$ cat src/rtl/uart_echo_buffer.sv
// Buffered UART echo core: rx characters go through a FIFO to a busy-aware transmit handshake FSM.
// Build macro UART_ECHO_UPPER_EN folds 'a'..'z' to upper case at launch; undefined by default.
module uart_echo_buffer #(
    parameter int DATABITS = 8,
    parameter int DEPTH    = 16,
    parameter int CNTW     = 8
) (
    input  logic                    I_clk,
    input  logic                    I_rstn,
    input  logic [DATABITS-1:0]     I_rx_data,
    input  logic                    I_rx_valid,
    input  logic                    I_rx_error,
    input  logic                    I_tx_busy,
    output logic [DATABITS-1:0]     O_tx_data,
    output logic                    O_tx_en,
    input  logic                    I_flush,
    input  logic                    I_clr_status,
    output logic [$clog2(DEPTH):0]  O_level,
    output logic                    O_empty,
    output logic                    O_full,
    output logic                    O_overflow,
    output logic [CNTW-1:0]         O_err_cnt
);
    localparam int AW = $clog2(DEPTH);

    typedef enum logic [1:0] {
        S_IDLE,
        S_LAUNCH,
        S_WAIT_BUSY,
        S_WAIT_DONE
    } state_t;

    logic [DATABITS-1:0] mem [DEPTH];
    logic [AW:0]         wr_ptr;
    logic [AW:0]         rd_ptr;
    state_t              state;
    state_t              state_nxt;
    logic [1:0]          timer;
    logic [1:0]          timer_nxt;
    logic                launch;
    logic                push_req;
    logic                push_ok;
    logic                drop;
    logic [DATABITS-1:0] head;
    logic [DATABITS-1:0] head_out;

    // Extra pointer bit distinguishes full from empty when the indices coincide.
    assign O_empty = (wr_ptr == rd_ptr);
    assign O_full  = (wr_ptr[AW] != rd_ptr[AW]) && (wr_ptr[AW-1:0] == rd_ptr[AW-1:0]);
    assign O_level = wr_ptr - rd_ptr;
    assign head    = mem[rd_ptr[AW-1:0]];

    // Flush wins over both a launch (pop) and a push in the same cycle.
    assign launch   = (state == S_IDLE) && !O_empty && !I_tx_busy && !I_flush;
    assign push_req = I_rx_valid && !I_rx_error && !I_flush;
    assign push_ok  = push_req && (!O_full || launch);
    assign drop     = push_req && O_full && !launch;

    // NOTE: the storage array has no reset; the pointers alone define which entries are valid,
    // which keeps the array mappable onto RAM.
    always_ff @(posedge I_clk) begin
        if (push_ok) begin
            mem[wr_ptr[AW-1:0]] <= I_rx_data;
        end
    end

    // NOTE: every clocked process uses non-blocking assignments so all registers update from
    // pre-edge values, independent of process order.
    always_ff @(posedge I_clk or negedge I_rstn) begin
        if (!I_rstn) begin
            wr_ptr <= '0;
            rd_ptr <= '0;
        end else if (I_flush) begin
            wr_ptr <= '0;
            rd_ptr <= '0;
        end else begin
            if (push_ok) wr_ptr <= wr_ptr + (AW+1)'(1);
            if (launch)  rd_ptr <= rd_ptr + (AW+1)'(1);
        end
    end

`ifdef UART_ECHO_UPPER_EN
    logic [7:0] head_low;

    // Subtracting 8'h20 from 8'h61..8'h7A never borrows past bit 7, so upper bits pass through.
    always_comb begin
        head_low = 8'(head);
        head_out = head;
        if (head_low >= 8'h61 && head_low <= 8'h7A) begin
            head_out = head - DATABITS'(8'h20);
        end
    end
`else
    assign head_out = head;
`endif

    // NOTE: next-state values get defaults before the case so no path leaves them unassigned,
    // which would infer latches.
    always_comb begin
        state_nxt = state;
        timer_nxt = timer;
        case (state)
            S_IDLE: begin
                if (launch) state_nxt = S_LAUNCH;
            end
            S_LAUNCH: begin
                state_nxt = S_WAIT_BUSY;
                timer_nxt = '0;
            end
            S_WAIT_BUSY: begin
                if (I_tx_busy) begin
                    state_nxt = S_WAIT_DONE;
                end else if (timer == 2'd3) begin
                    state_nxt = S_IDLE;
                end else begin
                    timer_nxt = timer + 2'd1;
                end
            end
            S_WAIT_DONE: begin
                if (!I_tx_busy) state_nxt = S_IDLE;
            end
            default: state_nxt = S_IDLE;
        endcase
    end

    always_ff @(posedge I_clk or negedge I_rstn) begin
        if (!I_rstn) begin
            state     <= S_IDLE;
            timer     <= '0;
            O_tx_en   <= 1'b0;
            O_tx_data <= '0;
        end else begin
            state   <= state_nxt;
            timer   <= timer_nxt;
            O_tx_en <= launch;
            if (launch) O_tx_data <= head_out;
        end
    end

    // A set event in the same cycle as a clear leaves the flag set and the counter at one.
    always_ff @(posedge I_clk or negedge I_rstn) begin
        if (!I_rstn) begin
            O_overflow <= 1'b0;
            O_err_cnt  <= '0;
        end else begin
            if (drop) begin
                O_overflow <= 1'b1;
            end else if (I_clr_status) begin
                O_overflow <= 1'b0;
            end

            if (I_rx_error) begin
                if (I_clr_status) begin
                    O_err_cnt <= CNTW'(1);
                end else if (O_err_cnt != '1) begin
                    O_err_cnt <= O_err_cnt + CNTW'(1);
                end
            end else if (I_clr_status) begin
                O_err_cnt <= '0;
            end
        end
    end

endmodule

$ cat config.mk
export PLATFORM = sky130hd
export DESIGN_NAME = uart_echo_buffer
export DESIGN_NICKNAME = d
export VERILOG_FILES = /design/src/rtl/uart_echo_buffer.sv
export SDC_FILE = /design/constraint.sdc
export NUM_CORES = 1
export LEC_CHECK = 0
export CORE_MARGIN = 10
export CORE_UTILIZATION = 49
export DETAILED_ROUTE_END_ITERATION = 6
export PLACE_DENSITY = 0.68
export SYNTH_ARGS = -nofsm -noshare
export SYNTH_HDL_FRONTEND = slang
export SYNTH_SLANG_ARGS = --single-unit
export TNS_END_PERCENT = 1
$ cat constraint.sdc
create_clock -name I_clk -period 7.19 [get_ports I_clk]
set_clock_uncertainty 0.05 [all_clocks]
set_input_delay 2.157 -clock I_clk [delete_from_list [all_inputs] [get_ports I_clk]]
set_output_delay 2.157 -clock I_clk [all_outputs]
set_load 0.01 [all_outputs]
==> impl_metrics.py <==
metrics = {
    "status": {
        "outcome": "complete, no violations",
    },
    "timing": {
        "rsz0062_at_grt": "no",
        "tns_ns": 0,
        "maxSlewHeadroom_pct": 21.6,
        "min_period_ns": 5.23,
        "timing.final.max_slew_violations": 0,
        "worst_pin_slew_ns": 1.17,
        "setup-violations-final": 0,
        "finalCritPeriodShare_pct": 72.8,
        "fmax_mhz": 191,
        "finalHoldViolCount": 0,
    },
    "critical_path": {
        "crit_slowest_cell": "nor3_1",
        "reg2regPathDepth": 6,
        "crit_chain": "clkdlybuf4s50_1 -> or3b_2 -> a31oi_1 -> nand2_1 -> nor3_1",
        "critical_path.top_delay_family": "simple AND/OR/NAND/NOR gates",
        "critical_path.n_buffers_inverters": 1,
        "regToRegSetupSlack_ns": 3.36,
        "cp-start-kind": "input port",
        "cp-startpoint": "I_flush",
        "critical_path_class": "input port to register",
        "endpoint": "mem[2][3]$_DFFE_PP_",
        "cpPeakStageDelay_ns": 0.96,
        "worstSetupEndpointType": "register",
        "crit_fanout": 14,
        "r2r-start": "rd_ptr[2]$_DFFE_PN0P_",
        "arrival_ns": 5.22,
        "critical_path_depth": 5,
        "required_ns": 7.17,
        "reg2reg_to": "mem[2][3]$_DFFE_PP_",
    },
    "placement": {
        "placed_area_um2": 7240,
        "io_buffers": 39,
        "hpwlAfterDp_mm": 9.51,
        "place_congestion": 0.787,
    },
    "power": {
        "power-per-cell-area_nw_per_um2": 274,
        "vdd_drop_max_mv": 0.186,
        "p_leak_nw": 2.63,
        "power_mw": 2.15,
    },
    "global_routing": {
        "grt_util_all_layers_pct": 15.8,
        "grt_pass1_wl_mm": 22.1,
        "grt_start_max_net_pins": 68,
        "antenna_found_initial": 0,
        "grt-ovfl-total": 0,
        "first_global_vias": 3945,
    },
    "clock_network": {
        "cts_buffer_depth": 2,
        "cts_tree": "built",
        "cts_inserted_buffers": 17,
        "clock_latency_ns": 0.42,
        "clock-sinks": 160,
        "holdBufCountCts": 0,
        "clkTransAtPathRegs_ns": 0.06,
        "cts_setup_buffers": 0,
        "cts_resized": 0,
        "cts-root-buf": "clkbuf_16",
        "h-tree-depth": 4,
    },
    "die": {
        "initial_core_util_pct": 50.3,
        "row_count": 42,
        "dieHeight_um": 137,
        "boundaryPins": 40,
        "die_w_um": 137,
        "core_um2": 13300,
        "die_area_um2": 18800,
    },
    "final_layout": {
        "area_growth_pct": 17.0,
        "diodes": 0,
        "fin_area_um2": 7850,
        "fin_nets": 518,
        "drive_gt1_share_pct": 11.1,
    },
    "route": {
        "wl_per_cell_um": 21.3,
        "drt_iter0_markers": 318,
        "first_pass_iters": 5,
        "wirelength_mm": 14.5,
        "vias": 3961,
        "via_per_inst": 5.83,
        "drc": 0,
        "ant_nets": 0,
    },
    "synth": {
        "syn_area_per_cell_um2": 14.8,
        "yosysWarnings": 0,
        "async_flop_share_pct": 20.0,
        "yosysMostFrequentCell": "edfxtp_1",
        "synth_edf_count": 128,
        "ys.flop_type": "edfxtp_1",
        "synthTopCellsByArea": "edfxtp_1 (57%), dfrtp_1 (12%), mux2i_1 (5.5%), mux4_2 (2.7%), nor2_1 (2.7%)",
        "ys_top_cells_by_count": "edfxtp_1 (128), nor2_1 (48), mux2i_1 (37)",
        "syn_area_um2": 6710,
        "syn_inst": 453,
        "ys_types": 46,
        "syn-num-nets": 480,
        "synth_top_cell_area_share_pct": 57.3,
        "ys_ff_latch": 160,
        "yosysTopAreaCell": "edfxtp_1",
        "synth.yosys.seq_area_share_pct": 69.2,
    },
    "flow_run": {
        "maxCapViolations": 0,
    },
    "min_path": {
        "hp-class": "register to register",
    },
}
worst reg2reg max path: cells and delay by family (launching register included):
family          cells  cell delay [ns]
compound gates      1             0.59
flops               1             0.74
buf+inv             1             0.16
simple gates        3             1.52
fa+ha+maj           1             0.38
placed cells by master, fill, tap and decap left out, types with 8 or more instances in the layout:
cell	count
nand2_1	11
or3_1	10
nor2b_1	8
ha_1	11
o22ai_1	24
a211oi_1	8
nor2_1	48
a31oi_1	10
mux4_2	8
edfxtp_1	128
clkbuf_16	17
mux2i_1	37
mux2_2	8
inv_1	12
clkdlybuf4s50_1	39
dfrtp_1	31
nor3_1	8
metrics by stage:
stage	instances	hold slack [ns]	worst slack (ns)	util, %
3_5_place_dp	648	0.437	1.53	54.2
4_1_cts	680	0.454	1.94	58.8
2_1_floorplan	453	0.416	2.92	-
6_report	680	0.448	1.96	58.8
3_3_place_gp	648	0.430	1.73	54.2
5_1_grt	680	0.484	1.78	58.8
metal layers:
layer  GRT usage, %  wire (um)  vias to the layer above
li1               -          -                     1808
met1           20.0       6170                     1990
met2           25.5       6990                      148
met3           4.69       1120                       15
met4           5.39        190                        0
met5              0          0                        -
kinds of logic after synthesis:
kind of cell    share of synthesized area (%)
flops                                    69.2
fa+ha+maj                                2.35
simple gates                             8.58
mux                                      9.55
xor+xnor                                 1.44
buf+inv                                  2.15
compound gates                           6.70
how the worst min path moves through the flow:
stage	from	end	slack, ns	depth (start not counted)
6_report	O_overflow$_DFFE_PN0P_	O_overflow$_DFFE_PN0P_	0.45	2
5_1_grt	O_overflow$_DFFE_PN0P_	O_overflow$_DFFE_PN0P_	0.48	2
4_1_cts	O_overflow$_DFFE_PN0P_	O_overflow$_DFFE_PN0P_	0.45	2
3_5_place_dp	O_overflow$_DFFE_PN0P_	O_overflow$_DFFE_PN0P_	0.44	2
3_3_place_gp	O_overflow$_DFFE_PN0P_	O_overflow$_DFFE_PN0P_	0.43	2
2_1_floorplan	timer[1]$_DFFE_PN0P_	timer[1]$_DFFE_PN0P_	0.42	2
layout make-up:
cell class / count / area [um^2]
sequential: 160 / 4650
tap: 176 / 220
clock inverter: 11 / 129
timing repair buffer: 41 / 405
fill: 1030 / 5500
clock buffer: 21 / 480
multi-input combinational: 259 / 1920
inverter: 12 / 45.0
report_power, final:
part	internal, mW	leakage (nW)	switching [mW]
clock network	0.550	0.296	0.354
registers	1.03	1.58	0.0302
logic	0.0894	0.753	0.0882
sequential cells by signal, indices dropped and copies added (netlist names):
| name | flops |
|---|---|
| O_tx_data | 8 |
| O_tx_en | 1 |
| timer | 2 |
| rd_ptr | 5 |
| mem | 128 |
| O_overflow | 1 |
| state | 2 |
| O_err_cnt | 8 |
| wr_ptr | 5 |
No activity file was read; power rests on OpenSTA's default activity.
